--- src/rtl/io_pkg.sv ---
// Shared encodings for the button interrupt path: FSM states, the
// button-to-interruptions bit map and the priority helpers.
package io_pkg;

    typedef enum logic [1:0] {
        IDLE    = 2'b00,
        REQUEST = 2'b01,
        SERVICE = 2'b10
    } state_t;

    localparam logic [2:0] INT_BIT_BTN0 = 3'd6;
    localparam logic [2:0] INT_BIT_BTN1 = 3'd5;
    localparam logic [2:0] INT_BIT_BTN2 = 3'd4;
    localparam logic [2:0] INT_BIT_BTN3 = 3'd3;

    localparam logic [3:0] DEFAULT_MASK = 4'b1111;

    // Lowest set index wins; button0 is the highest priority.
    function automatic logic [1:0] prio_index(input logic [3:0] req);
        logic [1:0] idx;
        idx = 2'd0;
        for (int i = 3; i >= 0; i--) begin
            if (req[i]) idx = 2'(i);
        end
        return idx;
    endfunction

    function automatic logic [2:0] int_bit(input logic [1:0] idx);
        logic [2:0] b;
        case (idx)
            2'd0:    b = INT_BIT_BTN0;
            2'd1:    b = INT_BIT_BTN1;
            2'd2:    b = INT_BIT_BTN2;
            default: b = INT_BIT_BTN3;
        endcase
        return b;
    endfunction

endpackage

--- src/rtl/interrupt_controller_if.sv ---
// CPU-facing request/acknowledge/service handshake of the interrupt controller.
interface interrupt_controller_if;
    // int_req stays high with int_vector/interruptions stable until int_ack is
    // seen; interruptions then stays up until int_done closes the service.
    logic       int_req;
    logic [2:0] int_vector;
    logic [7:0] interruptions;
    logic       int_ack;
    logic       int_done;

    modport master (
        output int_req,
        output int_vector,
        output interruptions,
        input  int_ack,
        input  int_done
    );

    modport slave (
        input  int_req,
        input  int_vector,
        input  interruptions,
        output int_ack,
        output int_done
    );
endinterface

--- src/rtl/button_debouncer.sv ---
// Two-flop synchroniser plus stable-count debouncer for one raw push-button.
module button_debouncer #(
    parameter int DEBOUNCE_CYCLES = 16,
    parameter int CNT_W           = 5
) (
    input  logic clk,
    input  logic reset,
    input  logic i_btn,
    output logic o_level
);

    localparam logic [CNT_W-1:0] LAST_CNT = CNT_W'(DEBOUNCE_CYCLES - 1);

    logic             r_sync1;
    logic             r_sync2;
    logic             r_level;
    logic [CNT_W-1:0] r_cnt;

    always_ff @(posedge clk) begin
        if (!reset) begin
            r_sync1 <= 1'b0;
            r_sync2 <= 1'b0;
            r_level <= 1'b0;
            r_cnt   <= '0;
        end else begin
            r_sync1 <= i_btn;
            r_sync2 <= r_sync1;
            // The level only flips after DEBOUNCE_CYCLES consecutive differing edges.
            if (r_sync2 != r_level) begin
                if (r_cnt == LAST_CNT) begin
                    r_level <= r_sync2;
                    r_cnt   <= '0;
                end else begin
                    r_cnt <= r_cnt + CNT_W'(1);
                end
            end else begin
                r_cnt <= '0;
            end
        end
    end

    assign o_level = r_level;

endmodule

--- src/rtl/interrupt_controller.sv ---
// Debounces four buttons, latches rising edges as pending events and serves
// them one at a time to the CPU in fixed priority order.
module interrupt_controller
    import io_pkg::*;
#(
    parameter int N_SRC           = 4,
    parameter int DEBOUNCE_CYCLES = 16,
    parameter int CNT_W           = 5
) (
    input  logic                    clk,
    input  logic                    reset,
    input  logic [N_SRC-1:0]        buttons,
    input  logic                    mask_we,
    input  logic [N_SRC-1:0]        mask_in,
    interrupt_controller_if.master  cpu,
    output logic [N_SRC-1:0]        pending,
    output logic [N_SRC-1:0]        mask,
    output logic [1:0]              fsm_state
);

    logic [N_SRC-1:0] w_level;
    logic [N_SRC-1:0] r_level_d;
    logic [N_SRC-1:0] w_rise;
    logic [N_SRC-1:0] r_pending;
    logic [N_SRC-1:0] w_pending_next;
    logic [N_SRC-1:0] w_clr;
    logic [N_SRC-1:0] r_mask;
    logic [N_SRC-1:0] w_elig;
    logic [1:0]       w_win;
    logic [2:0]       w_win_bit;

    state_t     r_state, w_state_next;
    logic [1:0] r_sel, w_sel_next;
    logic       r_req, w_req_next;
    logic [2:0] r_vec, w_vec_next;
    logic [7:0] r_intr, w_intr_next;

    for (genvar g = 0; g < N_SRC; g++) begin : g_deb
        button_debouncer #(
            .DEBOUNCE_CYCLES(DEBOUNCE_CYCLES),
            .CNT_W          (CNT_W)
        ) u_deb (
            .clk    (clk),
            .reset  (reset),
            .i_btn  (buttons[g]),
            .o_level(w_level[g])
        );
    end

    assign w_rise    = w_level & ~r_level_d;
    assign w_elig    = r_pending & r_mask;
    assign w_win     = prio_index(w_elig);
    assign w_win_bit = int_bit(w_win);

    always_comb begin
        w_state_next = r_state;
        w_sel_next   = r_sel;
        w_req_next   = r_req;
        w_vec_next   = r_vec;
        w_intr_next  = r_intr;
        w_clr        = '0;
        case (r_state)
            IDLE: begin
                if (|w_elig) begin
                    w_sel_next   = w_win;
                    w_req_next   = 1'b1;
                    w_vec_next   = w_win_bit;
                    w_intr_next  = 8'b1 << w_win_bit;
                    w_state_next = REQUEST;
                end
            end
            REQUEST: begin
                if (cpu.int_ack) begin
                    w_clr[r_sel] = 1'b1;
                    w_req_next   = 1'b0;
                    w_state_next = SERVICE;
                end
            end
            SERVICE: begin
                if (cpu.int_done) begin
                    w_intr_next  = 8'h00;
                    w_state_next = IDLE;
                end
            end
            default: begin
                w_req_next   = 1'b0;
                w_intr_next  = 8'h00;
                w_state_next = IDLE;
            end
        endcase
    end

    // A fresh rising edge on the same edge as its ack clear keeps the event.
    assign w_pending_next = (r_pending & ~w_clr) | w_rise;

    always_ff @(posedge clk) begin
        if (!reset) begin
            r_state   <= IDLE;
            r_sel     <= 2'd0;
            r_req     <= 1'b0;
            r_vec     <= 3'd0;
            r_intr    <= 8'h00;
            r_pending <= '0;
            r_level_d <= '0;
            r_mask    <= DEFAULT_MASK;
        end else begin
            r_state   <= w_state_next;
            r_sel     <= w_sel_next;
            r_req     <= w_req_next;
            r_vec     <= w_vec_next;
            r_intr    <= w_intr_next;
            r_pending <= w_pending_next;
            r_level_d <= w_level;
            if (mask_we) r_mask <= mask_in;
        end
    end

    assign cpu.int_req       = r_req;
    assign cpu.int_vector    = r_vec;
    assign cpu.interruptions = r_intr;
    assign pending           = r_pending;
    assign mask              = r_mask;
    assign fsm_state         = r_state;

endmodule

--- src/flat_wrapper.sv ---
// flat-port wrapper written by rule: the top's interface ports become plain ports
module interrupt_controller_flat import io_pkg::*;
#(
    parameter int N_SRC           = 4,
    parameter int DEBOUNCE_CYCLES = 16,
    parameter int CNT_W           = 5
)
  (clk, reset, buttons, mask_we, mask_in, pending, mask, fsm_state, cpu_int_req, cpu_int_vector, cpu_interruptions, cpu_int_ack, cpu_int_done);
  interrupt_controller_if cpu_i ();
  input  logic clk;
  input  logic reset;
  input  logic [N_SRC-1:0] buttons;
  input  logic mask_we;
  input  logic [N_SRC-1:0] mask_in;
  output logic [N_SRC-1:0] pending;
  output logic [N_SRC-1:0] mask;
  output logic [1:0] fsm_state;
  output wire logic [$bits(cpu_i.int_req)-1:0] cpu_int_req;
  output wire logic [$bits(cpu_i.int_vector)-1:0] cpu_int_vector;
  output wire logic [$bits(cpu_i.interruptions)-1:0] cpu_interruptions;
  input wire logic [$bits(cpu_i.int_ack)-1:0] cpu_int_ack;
  input wire logic [$bits(cpu_i.int_done)-1:0] cpu_int_done;
  assign cpu_int_req = cpu_i.int_req;
  assign cpu_int_vector = cpu_i.int_vector;
  assign cpu_interruptions = cpu_i.interruptions;
  assign cpu_i.int_ack = cpu_int_ack;
  assign cpu_i.int_done = cpu_int_done;
  interrupt_controller #(.N_SRC(N_SRC), .DEBOUNCE_CYCLES(DEBOUNCE_CYCLES), .CNT_W(CNT_W)) u_core (.clk(clk), .reset(reset), .buttons(buttons), .mask_we(mask_we), .mask_in(mask_in), .cpu(cpu_i), .pending(pending), .mask(mask), .fsm_state(fsm_state));
endmodule
--- config.mk ---
export PLATFORM = sky130hd
export DESIGN_NAME = interrupt_controller_flat
export DESIGN_NICKNAME = d
export VERILOG_FILES = /design/src/rtl/io_pkg.sv /design/src/rtl/interrupt_controller_if.sv /design/src/rtl/button_debouncer.sv /design/src/rtl/interrupt_controller.sv /design/src/flat_wrapper.sv
export SDC_FILE = /design/constraint.sdc
export NUM_CORES = 1
export LEC_CHECK = 0
export ABC_CLOCK_PERIOD_IN_PS = 4850
export CAP_MARGIN = 20
export CORE_UTILIZATION = 56
export CTS_CLUSTER_SIZE = 28
export DETAILED_ROUTE_END_ITERATION = 10
export PLACE_DENSITY = 0.88
export SYNTH_ARGS = -nofsm -noshare
export SYNTH_HDL_FRONTEND = slang
export SYNTH_SLANG_ARGS = --single-unit
--- constraint.sdc ---
create_clock -name clk -period 4.85 [get_ports clk]
set_clock_uncertainty 0.2 [all_clocks]
set_input_delay 0.7275 -clock clk [delete_from_list [all_inputs] [get_ports clk]]
set_output_delay 0.7275 -clock clk [all_outputs]
set_load 0.01 [all_outputs]
---- Word-level counts from Yosys, hierarchy flattened ----
Index checks and enable logic that the tools add are counted.
word-level totals
  output and inout port bits .............. 22
  register bits after elaboration ......... 60
  input bits .............................. 13
  word-level logic and storage cells ...... 94
cells by class
  equality and inequality tests ........... 15
  reductions and logical operators ........ 16
  shift operators ......................... 1
  multiplexer cells ....................... 19
  bitwise logic cells ..................... 13
  $lt $le $gt $ge ......................... 2
  add/sub/neg operators ................... 4
operator list
  cell                                                                           count
  8-bit case mux with 3 select lines                                             1
  5-bit by 1-bit adder with 5-bit output (second input constant)                 4
  5-bit by 4-bit equality test with 1-bit output (second input constant)         4
  8-bit 2-to-1 mux                                                               2
  2-bit 2-to-1 mux                                                               7
  4-bit bitwise AND                                                              3
  3-bit OR reduction                                                             4
  2-bit AND reduction                                                            5
  3-bit case mux with 3 select lines                                             1
  3-bit AND reduction                                                            3
  4-bit 2-to-1 mux                                                               2
  4-bit NOT                                                                      2
  1-bit by 3-bit << shifter with 8-bit output (first input constant)             1
  1-bit NOT                                                                      7
  2-bit case mux with 3 select lines                                             1
  2-bit by 1-bit equality test with 1-bit output (second input constant)         2
  2-bit equality test (second input constant)                                    2
  2-bit zero test                                                                2
  1-bit != test                                                                  4
  2-bit != test (second input constant)                                          2
  4-bit bitwise OR                                                               1
  4-bit OR reduction                                                             1
  2-bit by 3-bit less-than comparator with 1-bit output (second input constant)  1
  1-bit 2-to-1 mux                                                               3
  5 further kinds                                                                5

---- Depth between registers and ports, before layout ----
  depth in word-level cells ............... 10
  depth in mapped cells ................... 6
  depth with buffers taken out ............ 6

---- Modules after synthesis ----
Synthesis repeated with hierarchy kept, for this count alone.
second synthesis, totals
  cells, all modules ...................... 239
  area, all modules ....................... 2413.6 um2
modules (own cells, without submodules)
  module                cells an instance  instances  area each (um2)
  interrupt_controller  131                1          1257.5
  button_debouncer      27                 4          289.0

---- Worst setup path before layout ----
No wires, ideal clock.
  path type ............................... reg-to-reg
  from .................................... register u_core.r_pending[2], in the netlist u_core.pending[2]
  to ...................................... register u_core.r_intr[4], in the netlist u_core.cpu.interruptions[4]
  arrival time ............................ 1.487 ns
  clock period less this slack ............ 1.745 ns
  setup slack ............................. 3.105 ns
  library setup time ...................... 0.057 ns
  buffers on the path ..................... 0
  cell stages (with the launch flop) ...... 5
  cells stage by stage .................... dfxtp_1 a222oi_1 nand2_2 o21ai_2 a22o_2
on the way
  cells in the longest elaborated chain, start to end .. 9
  elaborated cells on any way between the ends .. 14
  classes of those cells .................. eq/ne (3); shift (1); mux (6); bitwise (1); reduce/logical (3)
RTL lines
  element                                            line                         text
  start: declaration                                 interrupt_controller.sv:24   logic [N_SRC-1:0] r_pending;
  start signal: assignment                           interrupt_controller.sv:112  r_pending <= w_pending_next;
  4-bit bitwise AND *                                interrupt_controller.sv:51   assign w_elig = r_pending & r_mask;
  2-bit 2-to-1 mux (3 in a row)                      io_pkg.sv:23                 if (req[i]) idx = 2'(i);
  2-bit equality test, or another cell as far along  io_pkg.sv:30                 case (idx)
  3-bit case mux with 3 select lines                 io_pkg.sv:30
  1-bit by 3-bit << shifter with 8-bit output        interrupt_controller.sv:68   w_intr_next = 8'b1 << w_win_bit;
  8-bit 2-to-1 mux                                   interrupt_controller.sv:64   if (|w_elig) begin
  8-bit case mux with 3 select lines                 interrupt_controller.sv:62   case (r_state)
  end signal: assignment                             interrupt_controller.sv:111  r_intr <= w_intr_next;
  end: declaration                                   interrupt_controller.sv:36   logic [7:0] r_intr, w_intr_next;
Mark *: on every way between the ends. The rest lies on a longest branch, timed or not. The select of a mux whose other input is x is not followed.
A chain may end at the register's enable or synchronous reset.

---- Worst setup path after layout ----
  from .................................... register u_core.r_state[0], in the netlist u_core.fsm_state[0]
  to ...................................... output fsm_state[0]
RTL lines
  element                   line                         text
  start: declaration        interrupt_controller.sv:32   state_t r_state, w_state_next;
  start signal: assignment  interrupt_controller.sv:107  r_state <= w_state_next;
  end: declaration          flat_wrapper.sv:17           output logic [1:0] fsm_state;
No word-level cell between the ends.

==> results.txt <==
----------------------------------------------------
[Finish]
  Layout overhead on the synthesized area ... 25.59%
  # nets final ... 288
  Commonest non-fill, non-tap cells in the layout ... 59 x dfxtp_1, 34 x clkdlybuf4s50_1, 25 x nor2_1
  Fin cells ... ~320
  Number of diodes ... 0
  Fraction of the core area covered by cells at the end of the flow ... 0.7463
  Fillers ... between 200 and 300
  Commonest non-fill, non-tap cell in the layout ... dfxtp_1
  Ratio of cells with drive above 1 in the final layout ... 0.07807

[Global routing]
  GR met2 Demand/Resource ... 0.3594
  Initial antenna violation count ... 0
  Global-route congestion overflow total ... 0
  Most crowded layer after global routing ... met2
  Tot GR Track Use ... 0.2282
  GR met3 Demand/Resource ... 0.1004
  Met1 track demand over resource ... 0.2781
  Maximum number of pins on one net before global-route repair ... around 40
  Wire length of the first global-routing pass ... about 7.1 mm
  Vias in the first global route ... 1562

[Routing]
  DRC violation total after the first TritonRoute iteration ... 147
  Post-DR wirelength/cell ... ~13 µm
  First-pass iteration count of the detailed router ... 5
  Remaining DRCs ... 0
  ANT nets after route ... 0
  Final wirelength ... 4.060 mm
  Vias post-DR ... 1685
  Drt via density ... roughly 5.3

[Timing]
  Max-slew headroom ... 0.4012
  Number of setup violations in the final report ... 0
  Final period demand of the worst path ... 2310 ps
  Aggregate negative setup slack ... 0 ps
  Highest achievable clock rate ... ~430 MHz
  Number of hold violations in the final report ... 0
  RSZ-0062 raised after global routing ... no
  Worst setup margin ... 2540 ps
  Slew at the pin closest to its max-slew limit ... 898.2 ps
  Final period utilization ... 0.4763
  Final number of max-transition violations ... 0

[Worst setup path]
  Maximum fanout encountered on the critical timing path ... 9
  Worst R2R Path Depth ... 4
  Delay of the slowest critical-path stage ... 590 ps
  Total buffers and inverters traversed by the critical path ... 1
  Data required time at the worst endpoint ... between 3000 and 4000 ps
  Slowest library cell on the worst path ... clkdlybuf4s50_1
  Total stage count of the critical path ... 1
  CP top delay family ... buffers and inverters
  Worst Setup Start Kind ... register
  Type of element capturing the critical path ... output port
  Arrival time reported for the critical path endpoint ... 1380 ps
  Critical path class ... reg2out
  Crit-path cells ... clkdlybuf4s50_1
  Slack of the worst reg-to-reg path ... 2770 ps

[Logic synthesis]
  Share of cell area taken by muxes after synthesis ... 0.03600
  Post-synthesis sequential area ratio ... 0.5309
  Cell type with the highest aggregate area in the netlist ... dfxtp_1
  Arithmetic-cell share of the synthesized area counting full adders, half adders and majority gates ... 0.05624
  Compound-Gate Fraction of Synth Area ... 0.09336
  Number of nets produced by synthesis ... 248
  Leading cell types by total area after synthesis ... dfxtp_1 53%, ha_1 5.6%, and2_1 4.5%, nor2_1 4.2%, mux2i_1 3.6%
  Number of storage elements in the synthesis netlist ... 59
  EDFF count, synth ... 0
  Share of async-settable or async-resettable flops after synthesis ... 0
  Yosys top cell area share ... 0.5309
  Dominant combinational cell family by area after synthesis ... simple AND/OR/NAND/NOR gates
  Average cell area after synthesis ... approximately 9.9 µm²
  Post-Synthesis Cells ... 225
  Post-Synth Simple-Gate Area ... 0.2042
  Xor and xnor fraction of the mapped netlist area ... 0.04724
  Distinct cell type count of the synthesized netlist ... 37
  Most used DFF post-synth ... dfxtp_1
  Cell area after technology mapping ... 2225 µm²
  Count of synthesis-stage warnings from yosys ... 0

[Flow run]
  Number of maximum-capacitance violations ... 0

[Power and ir drop]
  Total design power ... 930.1 µW
  Part of the power in combinational logic ... 0.035
  Power per unit of standard cell area ... 332.9 nW/µm²
  Share of power burned in the clock network ... 0.432
  Worst VDD drop ... 0.2298 mV
  Switching part of the total power ... 0.2104
  Leakage ... 0.001121 µW
  NetSw ... 195.7 µW
  Cell Int Power ... roughly 730 µW
  Sequential group share of total power ... 0.532

[Outcome]
  Run status ... complete, no violations

[Clocking]
  TritonCTS clock tree ... yes
  Maximum buffer depth of the clock tree ... 2
  Clock-pin slew on the worst setup and hold paths ... about 60 ps
  Clk Latency, worst-skew pair ... about 330 ps
  Post-CTS setup-driven buffer insertion count ... 0
  Count of H-tree levels built during CTS ... 3
  Clock Sinks ... 59
  Root buf cell ... clkbuf_8
  Total CTS buffers ... 9
  Post-cts repair resize count ... 0
  Hold buffer count at CTS ... 0

[Die]
  Starting utilization of the core area ... 0.5943
  Site row count ... 22
  Die boundary height ... between 60 and 70 µm
  # IOs ... 35
  Area of the die ... 4229 µm²
  Area of the core ... 3744 µm²
  Chip Width ... between 60 and 70 µm

[Placed design]
  Placement Setup Slack ... between 1500 and 2000 ps
  Total half-perimeter wirelength after legalization and detailed placement ... 2.677 mm
  Placed cell count ... ~300
  Placer Congestion ... 0.7942
  IO buf count ... 34

[Min path]
  Class of the tightest hold or removal check ... reg2reg
  Hold path depth ... 1

----------------------------------------------------
power by group through the flow:
stage | Combinational [µW] | Sequential [µW] | Clock [µW]
finish | 32.7 | 495 | 402
global route | 36.1 | 496 | 437
CTS | 31.6 | 495 | 412
detailed placement | 31.1 | 506 | 0
global placement | 30.5 | 506 | 0
floorplan | 13.9 | 506 | 0
metrics by stage:
step	cell area [µm²]	hold WS, ps
6_report	2794	230.3
3_3_place_gp	2599	214.2
3_5_place_dp	2599	221.5
4_1_cts	2779	232.5
2_1_floorplan	2225	211.9
5_1_grt	2794	260.1
sequential cells by signal, summed over array words and instances, names as in the netlist:
register / count
u_core.g_deb.u_deb.r_sync2: 4
u_core.g_deb.u_deb.o_level: 4
u_core.cpu.interruptions: 8
u_core.cpu.int_req: 1
u_core.r_level_d: 4
u_core.cpu.int_vector: 3
u_core.fsm_state: 2
u_core.g_deb.u_deb.r_cnt: 20
u_core.pending: 4
u_core.r_sel: 1
u_core.mask: 4
u_core.g_deb.u_deb.r_sync1: 4
final timing paths:
check	to	from
max	fsm_state[0]	u_core.fsm_state[0]
min	u_core.g_deb[3].u_deb.r_sync2	u_core.g_deb[3].u_deb.r_sync1
max reg2reg	u_core.cpu.interruptions[5]	u_core.pending[2]
min reg2reg	u_core.g_deb[3].u_deb.r_sync2	u_core.g_deb[3].u_deb.r_sync1
cells by family (layout without fill, tap and decap cells):
group	after synthesis	in the layout
and+or+nand+nor	88	88
DFF	59	59
AOI/OAI and AO/OA	30	30
buffers and inverters	18	62
xor gates and xnor gates	12	12
adders and majority gates	10	10
muxes	8	8
layer usage:
layer  share of wire  vias to the layer above
met5               0                        -
met4           0.015                        0
met3           0.060                        8
met2            0.48                       54
met1            0.44                      788
li1                -                      835
synthesized netlist by cell type, types with 6 or more instances:
master	instances
o21ai_0	10
nand2_1	14
dfxtp_1	59
nor2_1	25
xor2_1	8
ha_1	10
mux2i_1	8
nor2b_1	9
and2_1	16
nand3_1	6
inv_1	12
final cells by class:
type | count | area [µm²] | share of cell area
sequential | 59 | 1181 | 0.4227
multi-input combinational | 148 | 972.2 | 0.3480
timing repair buffer | 35 | 355.3 | 0.1272
clock buffer | 14 | 172.7 | 0.06180
tap | 48 | 60.06 | 0.02150
inverter | 12 | 45.04 | 0.01612
clock inverter | 1 | 7.507 | 0.002687
Power figures use the tool's default switching activity.
